## src/rtl/mips_pkg.sv

```systemverilog
// Shared decode constants and control types for single_cycle_mips.
// Optional feature macro: MIPS_ADDI_EN (addi decode, used in single_cycle_mips).
package mips_pkg;

  // Primary opcodes
  localparam logic [5:0] OpRtype = 6'h00;
  localparam logic [5:0] OpJ     = 6'h02;
  localparam logic [5:0] OpJal   = 6'h03;
  localparam logic [5:0] OpBeq   = 6'h04;
  localparam logic [5:0] OpAddi  = 6'h08;
  localparam logic [5:0] OpLw    = 6'h23;
  localparam logic [5:0] OpSw    = 6'h2B;

  // R-type funct codes
  localparam logic [5:0] FnJr  = 6'h08;
  localparam logic [5:0] FnAdd = 6'h20;
  localparam logic [5:0] FnSub = 6'h22;
  localparam logic [5:0] FnAnd = 6'h24;
  localparam logic [5:0] FnOr  = 6'h25;
  localparam logic [5:0] FnSlt = 6'h2A;

  localparam logic [4:0] RegRa = 5'd31;

  typedef enum logic [2:0] {AluAdd, AluSub, AluAnd, AluOr, AluSlt} alu_op_e;
  typedef enum logic [1:0] {WbAlu, WbMem, WbLink} wb_sel_e;
  typedef enum logic [1:0] {PcSeq, PcBr, PcJump, PcJr} pc_sel_e;

  typedef struct packed {
    alu_op_e    alu_op;
    wb_sel_e    wb_sel;
    pc_sel_e    pc_sel;
    logic       alu_src_imm;
    logic       reg_we;
    logic [4:0] reg_waddr;
    logic       mem_rd;
    logic       mem_wr;
  } ctrl_t;

  // Wrapping arithmetic; slt is a signed compare producing 0 or 1.
  function automatic logic [31:0] alu_eval(alu_op_e op, logic [31:0] a, logic [31:0] b);
    logic [31:0] res;
    case (op)
      AluAdd:  res = a + b;
      AluSub:  res = a - b;
      AluAnd:  res = a & b;
      AluOr:   res = a | b;
      AluSlt:  res = ($signed(a) < $signed(b)) ? 32'd1 : 32'd0;
      default: res = '0;
    endcase
    return res;
  endfunction

endpackage

```

## src/rtl/mips_regfile.sv

```systemverilog
// 32x32 register file: two async read ports, one write port, $0 hardwired to zero.
module mips_regfile
  import mips_pkg::*;
(
  input  logic        clk,
  input  logic        rst_n,
  input  logic [4:0]  raddr1_i,
  input  logic [4:0]  raddr2_i,
  output logic [31:0] rdata1_o,
  output logic [31:0] rdata2_o,
  input  logic        we_i,
  input  logic [4:0]  waddr_i,
  input  logic [31:0] wdata_i
);

  logic [31:0] regs_q [32];
  logic [31:0] regs_d [32];

  // Next-state: apply the single write, never to $0.
  always_comb begin
    regs_d = regs_q;
    if (we_i && (waddr_i != 5'd0)) begin
      regs_d[waddr_i] = wdata_i;
    end
  end

  // Register storage with synchronous clear (rst_n is active-high here).
  always_ff @(posedge clk) begin
    if (rst_n) begin
      regs_q <= '{default: 32'd0};
    end else begin
      regs_q <= regs_d;
    end
  end

  // Reads see only committed state; no write-through forwarding.
  always_comb begin
    rdata1_o = (raddr1_i == 5'd0) ? 32'd0 : regs_q[raddr1_i];
    rdata2_o = (raddr2_i == 5'd0) ? 32'd0 : regs_q[raddr2_i];
  end

endmodule

```

## src/rtl/single_cycle_mips.sv

```systemverilog
// Single-cycle MIPS subset core: PC, decoder, ALU, register file.
// Optional feature macro: MIPS_ADDI_EN enables addi (opcode 0x08); otherwise it is a NOP.
module single_cycle_mips
  import mips_pkg::*;
(
  input  logic        clk,
  input  logic        rst_n,
  output logic [31:0] IR_addr,
  input  logic [31:0] IR,
  output logic [31:0] RF_writedata,
  input  logic [31:0] ReadDataMem,
  output logic        CEN,
  output logic        WEN,
  output logic [6:0]  A,
  output logic [31:0] ReadData2,
  output logic        OEN
);

  logic [31:0] pc_q, pc_d;

  logic [5:0]  opcode, funct;
  logic [4:0]  rs, rt, rd;
  logic [15:0] imm;
  logic [25:0] target;
  logic [31:0] imm_sext;

  logic [31:0] rs_val, rt_val;
  logic [31:0] alu_b, alu_res;
  logic [31:0] pc_plus4, br_target;
  logic [6:0]  mem_addr;
  logic        reg_we;
  ctrl_t       ctrl;

  logic unused_shamt;
  assign unused_shamt = ^IR[10:6];

  assign opcode   = IR[31:26];
  assign rs       = IR[25:21];
  assign rt       = IR[20:16];
  assign rd       = IR[15:11];
  assign funct    = IR[5:0];
  assign imm      = IR[15:0];
  assign target   = IR[25:0];
  assign imm_sext = {{16{imm[15]}}, imm};

  // Decode opcode/funct into control; anything unrecognised stays a NOP.
  always_comb begin
    ctrl             = '0;
    ctrl.alu_op      = AluAdd;
    ctrl.wb_sel      = WbAlu;
    ctrl.pc_sel      = PcSeq;
    ctrl.alu_src_imm = 1'b0;
    ctrl.reg_we      = 1'b0;
    ctrl.reg_waddr   = 5'd0;
    ctrl.mem_rd      = 1'b0;
    ctrl.mem_wr      = 1'b0;
    case (opcode)
      OpRtype: begin
        ctrl.reg_waddr = rd;
        case (funct)
          FnAdd: begin ctrl.alu_op = AluAdd; ctrl.reg_we = 1'b1; end
          FnSub: begin ctrl.alu_op = AluSub; ctrl.reg_we = 1'b1; end
          FnAnd: begin ctrl.alu_op = AluAnd; ctrl.reg_we = 1'b1; end
          FnOr:  begin ctrl.alu_op = AluOr;  ctrl.reg_we = 1'b1; end
          FnSlt: begin ctrl.alu_op = AluSlt; ctrl.reg_we = 1'b1; end
          FnJr:  ctrl.pc_sel = PcJr;
          default: ;
        endcase
      end
      OpLw: begin
        ctrl.mem_rd    = 1'b1;
        ctrl.reg_we    = 1'b1;
        ctrl.reg_waddr = rt;
        ctrl.wb_sel    = WbMem;
      end
      OpSw:  ctrl.mem_wr = 1'b1;
      OpBeq: begin
        ctrl.alu_op = AluSub;
        ctrl.pc_sel = PcBr;
      end
      OpJ:   ctrl.pc_sel = PcJump;
      OpJal: begin
        ctrl.pc_sel    = PcJump;
        ctrl.reg_we    = 1'b1;
        ctrl.reg_waddr = RegRa;
        ctrl.wb_sel    = WbLink;
      end
`ifdef MIPS_ADDI_EN
      OpAddi: begin
        ctrl.alu_src_imm = 1'b1;
        ctrl.reg_we      = 1'b1;
        ctrl.reg_waddr   = rt;
      end
`endif
      default: ;
    endcase
  end

  // Nothing is committed on an edge where reset is asserted.
  assign reg_we = ctrl.reg_we & ~rst_n;

  mips_regfile u_regfile (
    .clk      (clk),
    .rst_n    (rst_n),
    .raddr1_i (rs),
    .raddr2_i (rt),
    .rdata1_o (rs_val),
    .rdata2_o (rt_val),
    .we_i     (reg_we),
    .waddr_i  (ctrl.reg_waddr),
    .wdata_i  (RF_writedata)
  );

  // ALU and write-back selection.
  always_comb begin
    alu_b   = ctrl.alu_src_imm ? imm_sext : rt_val;
    alu_res = alu_eval(ctrl.alu_op, rs_val, alu_b);
    case (ctrl.wb_sel)
      WbMem:   RF_writedata = ReadDataMem;
      WbLink:  RF_writedata = pc_plus4;
      default: RF_writedata = alu_res;
    endcase
  end

  // SRAM interface; a word index, so only the low 7 bits of rs+imm matter.
  always_comb begin
    mem_addr  = rs_val[6:0] + imm_sext[6:0];
    A         = mem_addr;
    ReadData2 = rt_val;
    CEN       = rst_n | ~(ctrl.mem_rd | ctrl.mem_wr);
    WEN       = rst_n | ~ctrl.mem_wr;
    OEN       = rst_n;
  end

  // Next-PC selection; redirects take effect on the committing edge.
  always_comb begin
    pc_plus4  = pc_q + 32'd4;
    br_target = pc_plus4 + {imm_sext[29:0], 2'b00};
    case (ctrl.pc_sel)
      PcBr:    pc_d = (rs_val == rt_val) ? br_target : pc_plus4;
      PcJump:  pc_d = {pc_plus4[31:28], target, 2'b00};
      PcJr:    pc_d = rs_val;
      default: pc_d = pc_plus4;
    endcase
  end

  // Program counter with synchronous active-high reset.
  always_ff @(posedge clk) begin
    if (rst_n) begin
      pc_q <= 32'd0;
    end else begin
      pc_q <= pc_d;
    end
  end

  assign IR_addr = pc_q;

endmodule

```

## config.mk

```make
export PLATFORM = sky130hd
export DESIGN_NAME = single_cycle_mips
export DESIGN_NICKNAME = d
export VERILOG_FILES = /design/src/rtl/mips_pkg.sv /design/src/rtl/mips_regfile.sv /design/src/rtl/single_cycle_mips.sv
export SDC_FILE = /design/constraint.sdc
export NUM_CORES = 2
export LEC_CHECK = 0
export ABC_AREA = 0
export CORE_MARGIN = 2
export CORE_UTILIZATION = 51
export CTS_CLUSTER_SIZE = 25
export DETAILED_ROUTE_END_ITERATION = 12
export PLACE_DENSITY = 0.75
export SLEW_MARGIN = 20
export SYNTH_ARGS = -nofsm -noshare
export SYNTH_HDL_FRONTEND = slang
export SYNTH_SLANG_ARGS = --single-unit
```

## constraint.sdc

```tcl
create_clock -name clk -period 13 [get_ports clk]
set_clock_uncertainty 0.15 [all_clocks]
set_input_delay 3.25 -clock clk [delete_from_list [all_inputs] [get_ports clk]]
set_output_delay 3.25 -clock clk [all_outputs]
set_load 0.02 [all_outputs]
```

==> metrics.md <==
| Metric | Value |
|---|---|
| Post-Syn Area | 61000 µm² |
| Critical path startpoint category | input pin |
| Syn Nets | 6803 |
| Worst hold start | u_regfile.regs_q[410] |
| Detail Route Antenna Nets | 0 |
| Critical Path Fanout Max | 43 |
| CP top delay family | buffers and inverters |
| Synthesized area per cell | roughly 9.2 µm² |
| Vias in the first global route | around 53000 |
| Placed cell area | about 65000 µm² |
| Routed WL | roughly 240000 µm |
| Postcts setup bufs | 0 |
| CTS tree | built |
| Final hold vios | 0 |
| Tightest Pin Transition | approximately 1.3 ns |
| Worst r2r dst | IR_addr[6] |
| Post-synth ARST share | 0 |
| Worst Setup End Kind | output pin |
| Largest net degree at the start of global routing | between 100 and 150 |
| Critical Path Max Stage Delay | 0.70 ns |
| Grt ovf | 0 |
| Pre-antenna DRT Iters | 8 |
| Post-DP HPWL | about 150000 µm |
| Tot Pwr | 7200 µW |
| Drt via density | slightly below 7 |
| Drt wl/cell | 29.0 µm |
| Routability Congestion | 1.03 |
| Synth-to-Final Area Change | 12.4% |
| Number of flops mapped to enable cells by yosys | 0 |
| 1st-iter DRT viols | between 8000 and 9000 |
| DIE WIDTH | 350 µm |
| FMAX | roughly 0.079 GHz |
| Num Clock Sinks | about 1100 |
| FF-to-FF path depth | 16 |
| H-tree levels | 3 |
| Worst Hold Class | reg -> reg |
| IO Count | approximately 170 |
| Synthesized instance count | between 6000 and 7000 |
| Starting Density | 0.515 |
| Final Cycle Share | 0.978 |
| Library cells used by synthesis | 94 |
| Critical Path RT | between 9 and 10 ns |
| Detailed-route DRC error count | 0 |
| Post-cts sizing count | 0 |
| Max-cap violations | 0 |
| First-pass GRT wire length | approximately 350000 µm |
| Row cnt | roughly 130 |
| Core area | 118000 µm² |
| Design area | a little under 70000 µm² |
| Die Y | ~350 µm |
| Worst path bufs/invs | 5 |
| Max-Slew Margin vs Limit | 0.139 |
| R2r startpoint | u_regfile.regs_q[144] |
| Port bufs | ~170 |
| Synth Flop Type | dfxtp_1 |
| Hold_buf cts | 0 |
| Filler Cells Inserted | roughly 10000 |
| Peak supply drop | about 0.00011 V |
| RSZ-0062 raised after global routing | no |
| Initial antenna violation count | 9 |
| Status | finished, final reports clean |
| Setup CP Type | in -> out |
| Finish-stage setup viols | 0 |
| Post-Route Utilization | 0.579 |
| Clk slew on worst S/H paths | about 0.06 ns |
| Slowest-stage cell, CP | clkdlybuf4s50_1 |
| Total global-route track usage | 0.379 |
| Sequential-to-total area share from yosys stat | 0.347 |
| #FFs+latches synth | 1056 |
| Hold path cells | 2 |
| Syn. warnings | 0 |
| Power Dens Cells | between 100 and 150 nW/µm² |
| Crit path cell chain | buf_8 > buf_4 > buf_4 > mux4_2 > mux4_2 > mux2i_1 > nor2_1 > ha_1 > or3_1 > or4b_1 > a211oi_2 > o31ai_1 > a21oi_1 > o21bai_2 > inv_1 > clkdlybuf4s50_1 |
| Setup TNS | 0 ns |
| Reg-to-reg setup timing slack | 6.71 ns |
| Clk root buf | clkbuf_16 |
| Die area | ~120000 µm² |
| Layout cells sized above 1 | 0.182 |
| Final min period | ~13 ns |
| Worst-skew pair later-pin latency | between 0.7 and 0.8 ns |
| Nets | between 6000 and 7000 |
| Count of final max-slew check failures | 0 |
| Hold EP | u_regfile.regs_q[410] |
| Via Count | approximately 56000 |
| Worst EP arrival | a little over 9 ns |
| Pleak | 0.0236 µW |
| CTS buffer count | 110 |
| Clock buffer depth | 3 |
==> metrics by stage <==
stage,hold slack (ns),setup WS [ns],instances
after floorplan,0.288,0.767,6598
final,0.313,0.287,8151
after CTS,0.314,0.148,8148
after global placement,0.295,0.175,7948
after detailed placement,0.305,0.160,7948
after global routing,0.329,0.0705,8149
==> area by class of cell <==
cell class	instances	area (µm²)	share of cell area
flip-flops and latches	1056	21100	0.308
repair buffers	402	3790	0.0552
well taps	1600	2000	0.0292
clock inverters	59	868	0.0127
inverters	136	518	0.00756
clock buffers	141	3070	0.0448
diodes	2	5.00	0.0000730
multi-input cells	4755	37100	0.542
==> worst register-to-register path, cell delays in order (launching register included) <==
cell	delay, ns
dfxtp_1	0.33
mux4_2	0.47
mux4_2	0.51
mux2_2	0.36
o21ai_0	0.34
inv_1	0.15
ha_1	0.53
nand4_1	0.20
or3_1	0.45
or4_1	0.57
buf_4	0.22
or4_1	0.85
and2_1	0.30
a31oi_1	0.13
o21ai_0	0.15
a21oi_1	0.34
nor3_1	0.09
==> Yosys cell counts, drive strengths merged (61+ instances only) <==
| cell type | n | area [µm²] |
|---|---|---|
| clkbuf | 485 | 1820 |
| ha | 135 | 1690 |
| dfxtp | 1056 | 21100 |
| nand2 | 844 | 3170 |
| nand3 | 451 | 2260 |
| inv | 136 | 510 |
| o21ai | 569 | 2850 |
| a21oi | 633 | 3170 |
| buf | 166 | 769 |
| mux4 | 640 | 14400 |
| a211oi | 61 | 463 |
| nor2 | 619 | 2340 |
==> layer usage <==
metal / global-route usage / wire length [µm]
met2: 0.565 / 102000
met3: 0.107 / 33200
met1: 0.494 / 85800
met4: 0.214 / 15300
met5: 0 / 94
==> logic make-up (layout without fill, tap and decap cells) <==
| group | after synthesis | count (layout) | share of synthesized area |
|---|---|---|---|
| AO/OA/AOI/OAI | 1699 | 1699 | 0.166 |
| XOR/XNOR | 62 | 62 | 0.00890 |
| buffers and inverters | 787 | 738 | 0.0509 |
| other | 0 | 2 | 0 |
| flip-flops | 1056 | 1056 | 0.347 |
| adder cells (fa/ha/maj) | 139 | 139 | 0.0290 |
| multiplexers | 679 | 679 | 0.243 |
| AND/OR/NAND/NOR | 2176 | 2176 | 0.156 |
==> state kept, by name, indices dropped and copies added (netlist names) <==
register and count:
u_regfile.regs_q 1024, IR_addr 32
==> worst max-delay path by stage <==
stage                     slack [ns]               end  cells past startpoint   start
after floorplan                 0.77  RF_writedata[30]                     21  IR[16]
after global placement          0.18  RF_writedata[29]                     16  IR[16]
after detailed placement        0.16  RF_writedata[29]                     16  IR[16]
after CTS                       0.15  RF_writedata[27]                     18  IR[16]
after global routing            0.07  RF_writedata[30]                     19  IR[21]
final                           0.29  RF_writedata[29]                     16  IR[22]
==> power by group <==
group	switching [µW]	internal, µW
registers	4.81	3240
clock network	1450	2010
logic	313	173
total	1770	5430
==> layout by cell type (no fill, tap or decap), types with 29 or more instances in the layout <==
| master | count |
|---|---|
| a211oi_1 | 57 |
| a211o_1 | 39 |
| nand3_1 | 451 |
| inv_1 | 134 |
| a221oi_1 | 31 |
| a21o_1 | 55 |
| o21ai_1 | 35 |
| a21oi_1 | 630 |
| nand2b_1 | 55 |
| mux2i_1 | 35 |
| nand2_2 | 29 |
| clkbuf_16 | 111 |
| nand2_1 | 813 |
| dfxtp_1 | 1056 |
| buf_4 | 208 |
| clkdlybuf4s50_1 | 156 |
| mux4_2 | 640 |
| o21ai_0 | 527 |
| nor2b_1 | 49 |
| nor2_1 | 603 |
| ha_1 | 134 |
| o211ai_1 | 41 |
| xnor2_1 | 43 |
| a311oi_1 | 39 |
Power figures use the tool's default switching activity.
